`config.mk`:
```
export PLATFORM = sky130hd
export DESIGN_NAME = axi_pop_fsm_wr_flat
export DESIGN_NICKNAME = d
export VERILOG_FILES = /design/src/rtl/axi_pop_fsm_wr_pkg.sv /design/src/rtl/sync_fifo_if.sv /design/src/rtl/axi_wr_len_calc.sv /design/src/rtl/axi_pop_fsm_wr.sv /design/src/flat_wrapper.sv
export SDC_FILE = /design/constraint.sdc
export NUM_CORES = 1
export LEC_CHECK = 0
export ABC_AREA = 1
export CORE_AREA = 2 2 291 293
export CTS_BUF_LIST = sky130_fd_sc_hd__clkbuf_4
export DETAILED_ROUTE_END_ITERATION = 16
export DIE_AREA = 0 0 293 295
export HOLD_SLACK_MARGIN = 0.02
export PLACE_DENSITY = 0.43
export SYNTH_ARGS = -nofsm -noshare
export SYNTH_HDL_FRONTEND = slang
export SYNTH_SLANG_ARGS = --single-unit
```
`constraint.sdc`:
```
create_clock -name axi_clk -period 1.4 [get_ports axi_clk]
set_clock_uncertainty 0.1 [all_clocks]
set_input_delay 0.42 -clock axi_clk [delete_from_list [all_inputs] [get_ports axi_clk]]
set_output_delay 0.42 -clock axi_clk [all_outputs]
set_load 0.01 [all_outputs]
```
`src/rtl/axi_pop_fsm_wr_pkg.sv`:
```
// Shared AXI slave request-path definitions: write-pop FSM states, AW FIFO
// layout constants and the tag generator used by both push and pop FSMs.
`default_nettype none

package axi_slave_package;

    localparam int AWFIFO_DEPTH  = 16;
    localparam int TAG_IDX_BITS  = $clog2(AWFIFO_DEPTH);
    localparam int TAG_WIDTH     = 8;
    localparam int AWSIZE_WIDTH  = 3;
    localparam int AWBURST_WIDTH = 2;
    localparam int LEN_DW_WIDTH  = 10;
    localparam int MIN_AWSIZE    = 2;
    // {AWID(4), AWADDR(64), AWLEN(8), AWSIZE(3), AWBURST(2), AWUSER(3), WSTRB(32)}
    localparam int AWFIFO_WIDTH  = 4 + 64 + 8 + AWSIZE_WIDTH + AWBURST_WIDTH + 3 + 32;

    typedef enum logic [1:0] {
        wr_pop_Idle = 2'd0,
        wr_pop_Hdr  = 2'd1,
        wr_pop_Data = 2'd2
    } request_pop_fsm_wr_state;

    // Low bits carry the ID so outstanding tags stay unique per FIFO slot;
    // upper bits are scrambled with a fixed pattern.
    function automatic logic [TAG_WIDTH-2:0] generate_tag(input logic [7:0] id);
        logic [7:0] mix;
        mix = id ^ 8'hAA;
        generate_tag = {mix[TAG_WIDTH-2:TAG_IDX_BITS], id[TAG_IDX_BITS-1:0]};
    endfunction

endpackage

`default_nettype wire

```
`src/rtl/sync_fifo_if.sv`:
```
// Read/write view of a first-word-fall-through synchronous FIFO.
`default_nettype none

interface Sync_FIFO_Interface #(
    parameter int WIDTH = 8
);
    logic [WIDTH-1:0] FIFO_rd_data;
    logic             FIFO_empty;
    logic             FIFO_rd_en;

    modport SINK_FIFO   (input FIFO_rd_data, input FIFO_empty, output FIFO_rd_en);
    modport SOURCE_FIFO (output FIFO_rd_data, output FIFO_empty, input FIFO_rd_en);
endinterface

`default_nettype wire

```
`src/rtl/axi_wr_len_calc.sv`:
```
// Combinational AWLEN/AWSIZE to PCIe payload length (DW) and byte enables.
`default_nettype none

module axi_wr_len_calc
    import axi_slave_package::*;
#(
    parameter int LEN_WIDTH = 8
) (
    input  logic [LEN_WIDTH-1:0]    awlen_i,
    input  logic [AWSIZE_WIDTH-1:0] awsize_i,
    output logic [LEN_DW_WIDTH-1:0] len_dw_o,
    output logic [3:0]              first_be_o,
    output logic [3:0]              last_be_o
);

    logic [AWSIZE_WIDTH-1:0] size_eff;
    logic [16:0]             bytes;
    logic                    unused_bytes;

    always_comb begin
        // Sub-DW beat sizes never come from upstream; clamp to one DW.
        size_eff = (awsize_i < AWSIZE_WIDTH'(MIN_AWSIZE)) ? AWSIZE_WIDTH'(MIN_AWSIZE) : awsize_i;
        bytes    = (17'(awlen_i) + 17'd1) << size_eff;
    end

    assign len_dw_o     = bytes[11:2];
    assign first_be_o   = 4'hF;
    assign last_be_o    = (bytes == 17'd4) ? 4'h0 : 4'hF;
    assign unused_bytes = ^{bytes[16:12], bytes[1:0]};

endmodule

`default_nettype wire

```
`src/rtl/axi_pop_fsm_wr.sv`:
```
// Write-request pop stage: drains one AW entry plus its W beats and presents
// them to the TLP generator as a memory-write header and payload stream.
`default_nettype none

module axi_pop_fsm_wr #(
    parameter int ID_WIDTH     = 4,
    parameter int ADDR_WIDTH   = 64,
    parameter int LEN_WIDTH    = 8,
    parameter int DATA_WIDTH   = 256,
    parameter int AWUSER_WIDTH = 3,
    parameter int TAG_WIDTH    = 8
) (
    input  logic                    axi_clk,
    input  logic                    ARESTn,
    Sync_FIFO_Interface.SINK_FIFO   aw_fifo_if,
    Sync_FIFO_Interface.SINK_FIFO   w_fifo_if,
    output logic                    rec_wr_en,
    output logic [TAG_WIDTH-1:0]    rec_wr_addr,
    output logic [ID_WIDTH:0]       rec_wr_data,
    output logic                    hdr_valid,
    input  logic                    hdr_ready,
    output logic [TAG_WIDTH-1:0]    hdr_tag,
    output logic [ADDR_WIDTH-1:0]   hdr_addr,
    output logic [9:0]              hdr_len_dw,
    output logic [3:0]              hdr_first_be,
    output logic [3:0]              hdr_last_be,
    output logic [AWUSER_WIDTH-1:0] hdr_type,
    output logic                    data_valid,
    input  logic                    data_ready,
    output logic [DATA_WIDTH-1:0]   data,
    output logic                    data_last
);

    import axi_slave_package::*;

    localparam int STRB_WIDTH = DATA_WIDTH / 8;
    localparam int USER_LSB   = STRB_WIDTH;
    localparam int BURST_LSB  = USER_LSB + AWUSER_WIDTH;
    localparam int SIZE_LSB   = BURST_LSB + AWBURST_WIDTH;
    localparam int LEN_LSB    = SIZE_LSB + AWSIZE_WIDTH;
    localparam int ADDR_LSB   = LEN_LSB + LEN_WIDTH;
    localparam int ID_LSB     = ADDR_LSB + ADDR_WIDTH;

    request_pop_fsm_wr_state state_q, state_d;
    logic [LEN_WIDTH-1:0]    beat_cnt_q, beat_cnt_d;
    logic                    run_q;
    logic [ID_WIDTH-1:0]     id_q;
    logic [ADDR_WIDTH-1:0]   addr_q;
    logic [LEN_WIDTH-1:0]    len_q;
    logic [AWUSER_WIDTH-1:0] user_q;
    logic [TAG_WIDTH-1:0]    tag_q;
    logic [9:0]              len_dw_q;
    logic [3:0]              first_be_q, last_be_q;

    logic [ID_WIDTH-1:0]     head_id;
    logic [LEN_WIDTH-1:0]    head_len;
    logic [AWSIZE_WIDTH-1:0] head_size;
    logic [9:0]              calc_len_dw;
    logic [3:0]              calc_first_be, calc_last_be;
    logic                    aw_pop, w_pop;
    logic                    unused_fields;

    assign head_id       = aw_fifo_if.FIFO_rd_data[ID_LSB +: ID_WIDTH];
    assign head_len      = aw_fifo_if.FIFO_rd_data[LEN_LSB +: LEN_WIDTH];
    assign head_size     = aw_fifo_if.FIFO_rd_data[SIZE_LSB +: AWSIZE_WIDTH];
    assign unused_fields = ^{aw_fifo_if.FIFO_rd_data[BURST_LSB +: AWBURST_WIDTH],
                             aw_fifo_if.FIFO_rd_data[STRB_WIDTH-1:0]};

    axi_wr_len_calc #(
        .LEN_WIDTH (LEN_WIDTH)
    ) u_len_calc (
        .awlen_i    (head_len),
        .awsize_i   (head_size),
        .len_dw_o   (calc_len_dw),
        .first_be_o (calc_first_be),
        .last_be_o  (calc_last_be)
    );

    // run_q keeps FIFO pops off while reset is asserted and on the release edge.
    always_ff @(posedge axi_clk or negedge ARESTn) begin
        if (!ARESTn) begin
            state_q    <= wr_pop_Idle;
            beat_cnt_q <= '0;
            run_q      <= 1'b0;
            id_q       <= '0;
            addr_q     <= '0;
            len_q      <= '0;
            user_q     <= '0;
            tag_q      <= '0;
            len_dw_q   <= '0;
            first_be_q <= '0;
            last_be_q  <= '0;
        end else begin
            state_q    <= state_d;
            beat_cnt_q <= beat_cnt_d;
            run_q      <= 1'b1;
            if (aw_pop) begin
                id_q       <= head_id;
                addr_q     <= aw_fifo_if.FIFO_rd_data[ADDR_LSB +: ADDR_WIDTH];
                len_q      <= head_len;
                user_q     <= aw_fifo_if.FIFO_rd_data[USER_LSB +: AWUSER_WIDTH];
                tag_q      <= TAG_WIDTH'({1'b0, generate_tag(8'(head_id))});
                len_dw_q   <= calc_len_dw;
                first_be_q <= calc_first_be;
                last_be_q  <= calc_last_be;
            end
        end
    end

    always_comb begin
        state_d    = state_q;
        beat_cnt_d = beat_cnt_q;
        aw_pop     = 1'b0;
        w_pop      = 1'b0;
        hdr_valid  = 1'b0;
        rec_wr_en  = 1'b0;
        data_valid = 1'b0;
        data_last  = 1'b0;
        case (state_q)
            wr_pop_Idle: begin
                if (run_q && !aw_fifo_if.FIFO_empty) begin
                    aw_pop  = 1'b1;
                    state_d = wr_pop_Hdr;
                end
            end
            wr_pop_Hdr: begin
                hdr_valid = 1'b1;
                if (hdr_ready) begin
                    rec_wr_en  = 1'b1;
                    beat_cnt_d = '0;
                    state_d    = wr_pop_Data;
                end
            end
            wr_pop_Data: begin
                data_valid = !w_fifo_if.FIFO_empty;
                data_last  = (beat_cnt_q == len_q);
                if (data_valid && data_ready) begin
                    w_pop      = 1'b1;
                    beat_cnt_d = beat_cnt_q + 1'b1;
                    if (data_last) begin
                        state_d = wr_pop_Idle;
                    end
                end
            end
            default: state_d = wr_pop_Idle;
        endcase
    end

    assign aw_fifo_if.FIFO_rd_en = aw_pop;
    assign w_fifo_if.FIFO_rd_en  = w_pop;

    assign hdr_tag      = tag_q;
    assign hdr_addr     = addr_q;
    assign hdr_len_dw   = len_dw_q;
    assign hdr_first_be = first_be_q;
    assign hdr_last_be  = last_be_q;
    assign hdr_type     = user_q;
    assign rec_wr_addr  = tag_q;
    assign rec_wr_data  = {id_q, 1'b1};
    assign data         = w_fifo_if.FIFO_rd_data;

endmodule

`default_nettype wire

```
`src/flat_wrapper.sv`:
```
// flat-port wrapper written by rule: the top's interface ports become plain ports
module axi_pop_fsm_wr_flat import axi_slave_package::*;
#(
    parameter int ID_WIDTH     = 4,
    parameter int ADDR_WIDTH   = 64,
    parameter int LEN_WIDTH    = 8,
    parameter int DATA_WIDTH   = 256,
    parameter int AWUSER_WIDTH = 3,
    parameter int TAG_WIDTH    = 8
)
  (axi_clk, ARESTn, rec_wr_en, rec_wr_addr, rec_wr_data, hdr_valid, hdr_ready, hdr_tag, hdr_addr, hdr_len_dw, hdr_first_be, hdr_last_be, hdr_type, data_valid, data_ready, data, data_last, aw_fifo_if_FIFO_rd_data, aw_fifo_if_FIFO_empty, aw_fifo_if_FIFO_rd_en, w_fifo_if_FIFO_rd_data, w_fifo_if_FIFO_empty, w_fifo_if_FIFO_rd_en);
  Sync_FIFO_Interface #(.WIDTH((116))) aw_fifo_if_i ();
  Sync_FIFO_Interface #(.WIDTH((256))) w_fifo_if_i ();
  input  logic axi_clk;
  input  logic ARESTn;
  output logic rec_wr_en;
  output logic [TAG_WIDTH-1:0] rec_wr_addr;
  output logic [ID_WIDTH:0] rec_wr_data;
  output logic hdr_valid;
  input  logic hdr_ready;
  output logic [TAG_WIDTH-1:0] hdr_tag;
  output logic [ADDR_WIDTH-1:0] hdr_addr;
  output logic [9:0] hdr_len_dw;
  output logic [3:0] hdr_first_be;
  output logic [3:0] hdr_last_be;
  output logic [AWUSER_WIDTH-1:0] hdr_type;
  output logic data_valid;
  input  logic data_ready;
  output logic [DATA_WIDTH-1:0] data;
  output logic data_last;
  input wire logic [$bits(aw_fifo_if_i.FIFO_rd_data)-1:0] aw_fifo_if_FIFO_rd_data;
  input wire logic [$bits(aw_fifo_if_i.FIFO_empty)-1:0] aw_fifo_if_FIFO_empty;
  output wire logic [$bits(aw_fifo_if_i.FIFO_rd_en)-1:0] aw_fifo_if_FIFO_rd_en;
  input wire logic [$bits(w_fifo_if_i.FIFO_rd_data)-1:0] w_fifo_if_FIFO_rd_data;
  input wire logic [$bits(w_fifo_if_i.FIFO_empty)-1:0] w_fifo_if_FIFO_empty;
  output wire logic [$bits(w_fifo_if_i.FIFO_rd_en)-1:0] w_fifo_if_FIFO_rd_en;
  assign aw_fifo_if_i.FIFO_rd_data = aw_fifo_if_FIFO_rd_data;
  assign aw_fifo_if_i.FIFO_empty = aw_fifo_if_FIFO_empty;
  assign aw_fifo_if_FIFO_rd_en = aw_fifo_if_i.FIFO_rd_en;
  assign w_fifo_if_i.FIFO_rd_data = w_fifo_if_FIFO_rd_data;
  assign w_fifo_if_i.FIFO_empty = w_fifo_if_FIFO_empty;
  assign w_fifo_if_FIFO_rd_en = w_fifo_if_i.FIFO_rd_en;
  axi_pop_fsm_wr #(.ID_WIDTH(ID_WIDTH), .ADDR_WIDTH(ADDR_WIDTH), .LEN_WIDTH(LEN_WIDTH), .DATA_WIDTH(DATA_WIDTH), .AWUSER_WIDTH(AWUSER_WIDTH), .TAG_WIDTH(TAG_WIDTH)) u_core (.axi_clk(axi_clk), .ARESTn(ARESTn), .aw_fifo_if(aw_fifo_if_i), .w_fifo_if(w_fifo_if_i), .rec_wr_en(rec_wr_en), .rec_wr_addr(rec_wr_addr), .rec_wr_data(rec_wr_data), .hdr_valid(hdr_valid), .hdr_ready(hdr_ready), .hdr_tag(hdr_tag), .hdr_addr(hdr_addr), .hdr_len_dw(hdr_len_dw), .hdr_first_be(hdr_first_be), .hdr_last_be(hdr_last_be), .hdr_type(hdr_type), .data_valid(data_valid), .data_ready(data_ready), .data(data), .data_last(data_last));
endmodule
```
==> out/results.ini, run 1 <==
[status]
outcome = complete, but fails checks
failed_checks = setup timing

[synthesis]
syn_inst = 837
ys_warn_count = 0
syn_avg_cell_area_sq_um = 7.86
ys_seq_elements = 102
seq_area_frac_synth = 0.388
synth_area_sq_um = 6580
synth_cell_types = 32

[routing]
remaining_drc_errors = 0
drtIter0Drc = 161
routedWlPerCell_um = 16.7
met2_length_um = 14100
vias_per_cell = 2.80
dr.pass1.iters = 4
route.vias.total = 5676
met1_length_um = 14100
ant_nets = 0
routed_wl_um = 33900
routed-wl-met3_um = 4410
top_layer_used = met5

[grt]
grt_pass1_vias = 5743
groute.usage.overall = 0.0745
antenna_found_initial = 6
grt_pass1_wl_um = 44100
grt_start_max_net_pins = 39
grt_overflow = 0

[run]
cap_violations = 0

[timing]
period_needed_ns = 2.44
fin_setup_tns_ns = -86.96
fin_crit_sh = 1.74
rsz0062_at_grt = yes
slew_violations = 0
setup_viol = 205
hold_viol = 0
clock.fmax_mhz = 410
layout_setup_ws_ns = -1.04

[finish]
drive_gt1_frac = 0.525
area_growth_pct = 62.4
final_cell_mix = nand2_1 (165), buf_4 (117), nand2_2 (105), dfrtp_1 (99), clkdlybuf4s50_1 (85)
fillCellCount = 9474
fin_nets = 1318
layout_commonest_cell = nand2_1
utilization = 0.128

[cts]
clk_pin_slew_ns = 0.20
clock_path_buffers = 2
ctsHtreeMaxLevel = 3
cts_sinks = 102
clk_latency_ns = 0.56
cts_tree = yes
clockRootBuffer = clkbuf_4
cts_inserted_buffers = 9

[power]
combPwrFrac = 0.574
power_frac_clock = 0.120
swShare = 0.388
power.switching_mw = 6.68
ir_drop_v = 0.000552
p_int_mw = 10.5
p_seq_frac = 0.307
finalPower_mw = 17.2
powerDensity_nw_per_um2 = 1610
leakage_nw = 4.86

[hold_path]
hp-class = in2async

[critical_path]
critPathCaptureType = output port
rr_endpoint = u_core.hdr_addr[8]
arrival_ns = 1.92
cp-endpoint = data_last
cp.required_ns = 0.88
crit_path_max_fanout = 2
r2r-start = u_core.state_q[1]
r2r_cells = 13
setup.worst_path.start = u_core.len_q[1]
start_kind = register
reg2reg_slack_ns = -0.69
worstSetupPathType = reg2out

[placed_design]
pre_cts_ws_ns = -0.996
dp_hpwl_um = 20500
port_buffers = 192
gp_congestion = 0.784

[floorplan]
io_pins = 746
die_h_um = 295
fp-row-count = 106
dieArea_sq_um = 86400
start_util = 0.0791
die_w_um = 293
coreArea_sq_um = 83200

-- layer usage --
metal	global-route usage	vias to the layer above
met3	0.0468	115
met4	0.0371	2
li1	-	2499
met2	0.103	420
met5	0.00222	-
met1	0.0884	2640
-- through the flow --
step,cell area [sq um],hold WS [ns],std cells
after floorplan,6740,0.0244,843
after global placement,8480,0.233,1887
after detailed placement,8480,0.232,1887
after CTS,9700,0.0369,1968
after global routing,10700,0.0694,2024
final,10700,0.163,2026
-- critical path, cell delays in order, from the launching register on --
cell,delay [ns]
dfrtp_1,0.46
xnor2_2,0.21
nand2_2,0.09
nor4_4,0.30
inv_1,0.08
nor2_2,0.08
buf_2,0.13
-- kinds of logic after synthesis --
logic type | count (synthesis) | share of synthesized area
AOI/OAI and AO/OA | 35 | 0.0285
xor gates and xnor gates | 9 | 0.0120
adders and majority gates | 2 | 0.00381
buffers and inverters | 329 | 0.349
DFF | 102 | 0.388
and+or+nand+nor | 358 | 0.218
other | 2 | 0.00114
-- power groups by stage --
stage / clock network [mW] / logic [mW] / registers [mW]
floorplan: 0 / 2.78 / 5.58
CTS: 2.31 / 8.05 / 5.16
finish: 2.06 / 9.87 / 5.27
global route: 2.37 / 10.8 / 5.42
global placement: 0 / 6.73 / 5.19
detailed placement: 0 / 6.72 / 5.23
-- repair_timing --
item | 4_1_cts | 5_1_grt
hold buffers | 1 | 0
resized for setup | 565 | 166
endpoints found under the hold margin | 102 | 0
cloned | 21 | 2
pin swaps | 8 | 43
buffers inserted | 44 | 65
endpoints found under the setup margin | 204 | 205
-- worst min-delay path by stage --
stage               depth (start not counted)                    to  startpoint
floorplan                                   0  u_core.beat_cnt_q[0]      ARESTn
global placement                            1   u_core.hdr_addr[46]      ARESTn
detailed placement                          1   u_core.hdr_addr[46]      ARESTn
CTS                                         2   u_core.hdr_addr[46]      ARESTn
global route                                2   u_core.hdr_addr[46]      ARESTn
finish                                      2   u_core.hdr_addr[46]      ARESTn
-- cell usage after synthesis, drive strengths merged --
cell | instances | share of area
nand4 | 1 | 0.00095
a21oi | 12 | 0.0091
o31ai | 1 | 0.0011
nor3 | 3 | 0.0030
a31oi | 2 | 0.0019
o22ai | 1 | 0.00095
conb | 2 | 0.0011
xnor2 | 9 | 0.012
clkbuf | 13 | 0.0074
or2 | 1 | 0.00095
clkinv | 1 | 0.00057
nand3 | 34 | 0.026
inv | 27 | 0.015
nor4 | 1 | 0.00095
nand2 | 293 | 0.17
nand3b | 1 | 0.0011
buf | 288 | 0.33
o21ai | 18 | 0.014
and3 | 3 | 0.0029
ha | 2 | 0.0038
dfrtp | 102 | 0.39
nor2 | 21 | 0.014
o211ai | 1 | 0.0011
-- registers in the layout, indices dropped and copies added, names as in the netlist --
signal / flops
u_core.hdr_last_be: 1
u_core.hdr_len_dw: 10
u_core.run_q: 1
u_core.state_q: 2
u_core.id_q: 3
u_core.hdr_tag: 2
u_core.len_q: 8
u_core.hdr_type: 3
u_core.hdr_addr: 64
u_core.beat_cnt_q: 8
-- final cells by class --
cell class,instances,area [sq um],share of cell area
Antenna cell,3,7.51,0.000703
Clock buffer,9,67.6,0.00633
Clock inverter,7,114,0.0107
Inverter,28,118,0.0110
Multi-Input combinational cell,412,2460,0.230
Sequential cell,102,2560,0.239
Tap cell,1080,1350,0.127
Timing Repair Buffer,385,4010,0.375
Power figures use the tool's default switching activity.
==> inputs of run 2 (changes only) <==
--- a/constraint.sdc
+++ b/constraint.sdc
@@ -3,3 +3,3 @@
 set_input_delay 0.42 -clock axi_clk [delete_from_list [all_inputs] [get_ports axi_clk]]
 set_output_delay 0.42 -clock axi_clk [all_outputs]
-set_load 0.01 [all_outputs]
+set_load 0.02 [all_outputs]
==> run 2 against run 1 <==
  * Final cell count is 0.15% higher
  * Total power is 13% higher
  * Worst hold slack better by 0.033 ns
  * Highest routed layer unchanged
  * Flip-flop and latch count stayed put
  * Clock power is 5% lower
  * The run still ends with setup timing left
==> out/results.ini, run 2 (synthesized netlist as in run 1, its figures left out) <==
[critical_path]
arrival_ns = 1.89  ; was 1.92 ns
start_kind = register  ; unchanged
cp.required_ns = 0.88  ; about the same
crit_path_max_fanout = 2  ; unchanged
critPathCaptureType = output port  ; unchanged
worstSetupPathType = reg2out  ; unchanged

[placed_design]
dp_hpwl_um = 20600  ; was 20500 um
pre_cts_ws_ns = -0.918  ; was -0.996 ns
place_area_sq_um = 8470  ; was 8480 sq um
port_buffers = 192  ; unchanged
gp_congestion = 0.760  ; was 0.784
dp_cells = 1880  ; was 1887

[cts]
cts_inserted_buffers = 9  ; unchanged
clockRootBuffer = clkbuf_4  ; unchanged
clk_latency_ns = 0.57  ; was 0.56 ns
cts_sinks = 102  ; unchanged
cts_tree = yes  ; unchanged
clk_pin_slew_ns = 0.25  ; was 0.20 ns
ctsHtreeMaxLevel = 3  ; unchanged
clock_path_buffers = 2  ; unchanged

[status]
failed_checks = setup timing  ; unchanged
outcome = complete, but fails checks  ; unchanged

[timing]
hold_viol = 0  ; unchanged
relSlewSlack = 0.664
rsz0062_at_grt = yes  ; unchanged
setup_viol = 204  ; was 205
layout_setup_ws_ns = -1.01  ; was -1.04 ns
tightest_slew_ns = 0.502
clock.fmax_mhz = 414  ; was 410 MHz
slew_violations = 0  ; unchanged
fin_crit_sh = 1.72  ; was 1.74
period_needed_ns = 2.41  ; was 2.44 ns

[grt]
use_met1 = 0.0893  ; was 0.0884
grt_overflow = 0  ; unchanged
antenna_found_initial = 7  ; was 6
grt_use_met2 = 0.101  ; was 0.103
grt_busiest_layer = met2  ; unchanged
grt_start_max_net_pins = 39  ; unchanged
groute.usage.overall = 0.0739  ; was 0.0745
grt_pass1_vias = 5750  ; was 5743
grt_pass1_wl_um = 43500  ; was 44100 um
grt_util_met3 = 0.0405  ; was 0.0468

[floorplan]
die_w_um = 293  ; unchanged
start_util = 0.0791  ; unchanged
io_pins = 746  ; unchanged
coreArea_sq_um = 83200  ; unchanged
die_h_um = 295  ; unchanged
fp-row-count = 106  ; unchanged
dieArea_sq_um = 86400  ; unchanged

[finish]
final_cell_mix = nand2_1 (162), buf_6 (129), buf_4 (117), dfrtp_1 (95), nand2_2 (84)  ; was nand2_1 (165), buf_4 (117), nand2_2 (105), dfrtp_1 (99), clkdlybuf4s50_1 (85)
largest_register_ffs = 64  ; unchanged
fin_cells = 2029  ; was 2026
utilization = 0.133  ; was 0.128
design_area_sq_um = 11100  ; was 10700 sq um
area_growth_pct = 68.5  ; was 62.4%
drive_gt1_frac = 0.531  ; was 0.525
fin_nets = 1319  ; was 1318
layout_commonest_cell = nand2_1  ; unchanged

[routing]
vias_per_cell = 2.80  ; about the same
route.vias.total = 5681  ; was 5676
dr.pass1.iters = 4  ; unchanged
routed_wl_um = 33400  ; was 33900 um
routedWlPerCell_um = 16.5  ; was 16.7 um
remaining_drc_errors = 0  ; unchanged
ant_nets = 0  ; unchanged
drtIter0Drc = 164  ; was 161

[power]
powerDensity_nw_per_um2 = 1760  ; was 1610 nW/um^2
leakage_nw = 4.98  ; was 4.86 nW
ir_drop_v = 0.000733  ; was 0.000552 V
finalPower_mw = 19.5  ; was 17.2 mW

[run]
cap_violations = 0  ; unchanged

[hold_path]
hp-class = in2reg  ; was in2async

## run 2: metal layers
layer,vias up,share of wire
li1,2506,-
met1,2607,0.41
met2,430,0.41
met3,134,0.12
met4,4,0.058
met5,-,0.0017
## run 2: final cells by class
| cell class | count | area [sq um] |
|---|---|---|
| Tap cell | 1080 | 1350 |
| Sequential cell | 102 | 2560 |
| Timing Repair Buffer | 386 | 4330 |
| Inverter | 28 | 115 |
| Clock inverter | 7 | 72.6 |
| Antenna cell | 5 | 12.5 |
| Clock buffer | 9 | 67.6 |
| Fill cell | 9422 | 72100 |
| Multi-Input combinational cell | 412 | 2570 |
## run 2: worst max-delay path: stages, from the launching register on
cell and delay, ns:
dfrtp_1 0.45, xnor2_1 0.20, nand2_2 0.09, nor4_4 0.32, inv_2 0.08, nor2_4 0.08, buf_6 0.11
## run 2: power by group
part,switching (mW),internal (mW)
Sequential,1.30,4.26
Combinational,5.48,6.52
Clock,1.41,0.543
Total,8.19,11.3
## run 2: path summary, 6_finish.rpt
check | start | slack, ns | cells past startpoint | endpoint
max | u_core.len_q[0] | -1.01 | 6 | data_last
min | aw_fifo_if_FIFO_rd_data[72] | 0.20 | 3 | u_core.hdr_addr[24]
max reg2reg | u_core.state_q[1] | -0.58 | 13 | u_core.hdr_last_be[2]
min reg2reg | u_core.hdr_addr[9] | 0.44 | 2 | u_core.hdr_addr[9]
max in group asynchronous | ARESTn | 0.03 | 3 | u_core.id_q[0]
min in group asynchronous | ARESTn | 0.27 | 3 | u_core.hdr_last_be[2]
## run 2: timing repair
item                                   in CTS  in global routing
buffers inserted                           50                 68
endpoints found under the hold margin     102                  0
gates resized for setup                   685                157
setup endpoints to repair                 189                206
hold buffers                                3                  0
pin swaps                                  53                 42
cloned                                     17                  3
## run 2: metrics by stage
step                hold WS (ns)  setup TNS (ns)
floorplan                 0.0244          -0.624
global placement           0.239          -66.55
detailed placement         0.236          -67.11
CTS                       0.0645          -68.38
global route               0.103         -105.39
finish                     0.197          -81.40
==> inputs of run 3 (changes only) <==
- PLACE_DENSITY: 0.43 -> 0.42
- clock period: 1.4 -> 3 ns (I/O delays scaled with it)
==> run 3 against run 2 <==
  * The run now ends clean
  * Sequential share of layout area is 8.5 points higher
  * Clock power is 58% lower
  * Core utilization is 3.6 points lower
  * Critical path type unchanged
  * Highest routed layer unchanged
==> out/results.ini, run 3 (synthesized netlist as in run 1, its figures left out) <==
[critical_path]
critPathCaptureType = output port  ; unchanged
crit_chain = xnor2_1, nand2_1, nor4_4, inv_1, nor2_1, buf_4  ; was xnor2_1, nand2_2, nor4_4, inv_2, nor2_4, buf_6
start_kind = register  ; unchanged
cpPeakStageDelay_ns = 0.44  ; was 0.45 ns
cp.required_ns = 2.00  ; was 0.88 ns
slowest_stage = dfrtp_1  ; unchanged
arrival_ns = 1.96  ; was 1.89 ns
setup.worst_path.start = u_core.len_q[7]  ; was u_core.len_q[0]
r2r-start = u_core.state_q[1]  ; unchanged
crit_path_max_fanout = 2  ; unchanged
worstSetupPathType = reg2out  ; unchanged

[routing]
remaining_drc_errors = 0  ; unchanged
ant_nets = 0  ; unchanged
drtIter0Drc = 183  ; was 164
dr.pass1.iters = 4  ; unchanged
route.vias.total = 4779  ; was 5681
vias_per_cell = 2.57  ; was 2.80
routedWlPerCell_um = 13.1  ; was 16.5 um
routed_wl_um = 24400  ; was 33400 um

[power]
p_int_mw = 3.68  ; was 11.3 mW
p_seq_frac = 0.365  ; was 0.285
power_frac_clock = 0.127  ; was 0.100
leakage_nw = 3.43  ; was 4.98 nW
ir_drop_v = 0.000320  ; was 0.000733 V
combPwrFrac = 0.508  ; was 0.615
swShare = 0.435  ; was 0.420
power.switching_mw = 2.83  ; was 8.19 mW
powerDensity_nw_per_um2 = 805  ; was 1760 nW/um^2

[finish]
fillCellCount = 9643  ; was 9422
utilization = 0.0972  ; was 0.133
area_growth_pct = 23.0  ; was 68.5%
seqCellArea_sq_um = 2550  ; was 2560 sq um
multi_input_area_sq_um = 1790  ; was 2570 sq um
layout_commonest_cell = nand2_1  ; unchanged
final_cell_mix = nand2_1 (290), clkdlybuf4s50_1 (180), dfrtp_1 (101), nand3_1 (33), buf_4 (28)  ; was nand2_1 (162), buf_6 (129), buf_4 (117), dfrtp_1 (95), nand2_2 (84)
largest_register_ffs = 64  ; unchanged
fin_nets = 1153  ; was 1319
design_area_sq_um = 8090  ; was 11100 sq um
drive_gt1_frac = 0.0874  ; was 0.531

[timing]
setup_viol = 0  ; was 204
hold_viol = 0  ; unchanged
layout_setup_ws_ns = 0.0443  ; was -1.01 ns
holdWs_ns = 0.401  ; was 0.197 ns
clock.fmax_mhz = 338
period_needed_ns = 2.96
rsz0062_at_grt = yes  ; unchanged
relSlewSlack = 0.429  ; was 0.664
tightest_slew_ns = 0.857  ; was 0.502 ns
fin_setup_tns_ns = 0  ; was -81.40 ns
slew_violations = 0  ; unchanged
fin_crit_sh = 0.985

[cts]
clk_pin_slew_ns = 0.22  ; was 0.25 ns
cts_inserted_buffers = 9  ; unchanged
clock_path_buffers = 2  ; unchanged
clk_latency_ns = 0.64  ; was 0.57 ns
cts_tree = yes  ; unchanged
ctsHtreeMaxLevel = 3  ; unchanged
cts_sinks = 102  ; unchanged
clockRootBuffer = clkbuf_4  ; unchanged

[hold_path]
hp-class = reg2reg  ; was in2reg
hp-start = u_core.hdr_addr[42]  ; was aw_fifo_if_FIFO_rd_data[72]

[floorplan]
dieArea_sq_um = 86400  ; unchanged
die_w_um = 293  ; unchanged
die_h_um = 295  ; unchanged
coreArea_sq_um = 83200  ; unchanged
io_pins = 746  ; unchanged
start_util = 0.0791  ; unchanged
fp-row-count = 106  ; unchanged

[grt]
grt_pass1_vias = 4924  ; was 5750
grt_start_max_net_pins = 67  ; was 39
groute.usage.overall = 0.0561  ; was 0.0739
grt_overflow = 0  ; unchanged
grt_pass1_wl_um = 33700  ; was 43500 um
antenna_found_initial = 4  ; was 7

[placed_design]
pre_cts_ws_ns = -0.337  ; was -0.918 ns
port_buffers = 192  ; unchanged
dp_hpwl_um = 18800  ; was 20600 um
place_area_sq_um = 7860  ; was 8470 sq um
gp_congestion = 0.713  ; was 0.760

[status]
outcome = finished, final reports clean  ; was complete, but fails checks

[run]
cap_violations = 0  ; unchanged

## run 3: critical path, delay by kind of cell, from the launching register on
family	cells	cell delay (ns)
DFF	1	0.44
xor gates and xnor gates	1	0.16
buffers and inverters	2	0.21
and+or+nand+nor	3	0.51
## run 3: layer usage
metal | track usage | share of wire | vias to the layer above
met5 | 0.0105 | 0.0047 | -
met4 | 0.0477 | 0.066 | 4
met3 | 0.0440 | 0.17 | 125
met1 | 0.0554 | 0.36 | 2112
met2 | 0.0750 | 0.40 | 389
li1 | - | - | 2149
## run 3: final timing paths
kind	end	slack [ns]	cells after the start
max	data_last	0.04	6
min in group asynchronous	u_core.hdr_type[1]	0.66	2
min	u_core.hdr_addr[42]	0.40	2
max reg2reg	u_core.hdr_addr[5]	0.85	6
max in group asynchronous	u_core.hdr_addr[44]	1.45	3
min reg2reg	u_core.hdr_addr[42]	0.40	2
## run 3: timing repair
| item | in CTS | in global routing |
|---|---|---|
| setup endpoints to repair | 12 | 2 |
| pin swaps | 4 | 2 |
| hold endpoints to repair | 42 | 0 |
| gates resized for setup | 23 | 3 |
| hold buffers | 1 | 0 |
| setup buffers | 6 | 2 |
## run 3: cell type report
class / count / share of cell area
Sequential cell: 102 / 0.316
Timing Repair Buffer: 220 / 0.266
Multi-Input combinational cell: 412 / 0.221
Tap cell: 1080 / 0.167
Inverter: 28 / 0.0132
Clock buffer: 9 / 0.00836
Clock inverter: 7 / 0.00758
Antenna cell: 2 / 0.000619
## run 3: power by group through the flow
stage | Combinational, mW | Clock (mW) | Sequential, mW
2_1_floorplan | 1.46 | 0 | 3.01
3_3_place_gp | 3.32 | 0 | 2.39
3_5_place_dp | 3.33 | 0 | 2.40
4_1_cts | 3.37 | 0.947 | 2.39
5_1_grt | 3.63 | 0.973 | 2.47
6_report | 3.31 | 0.825 | 2.38
## run 3: through the flow
step | instances | power (mW)
final | 1860 | 6.51
after global placement | 1833 | 5.71
after detailed placement | 1833 | 5.74
after floorplan | 843 | 4.47
after CTS | 1856 | 6.70
after global routing | 1860 | 7.07
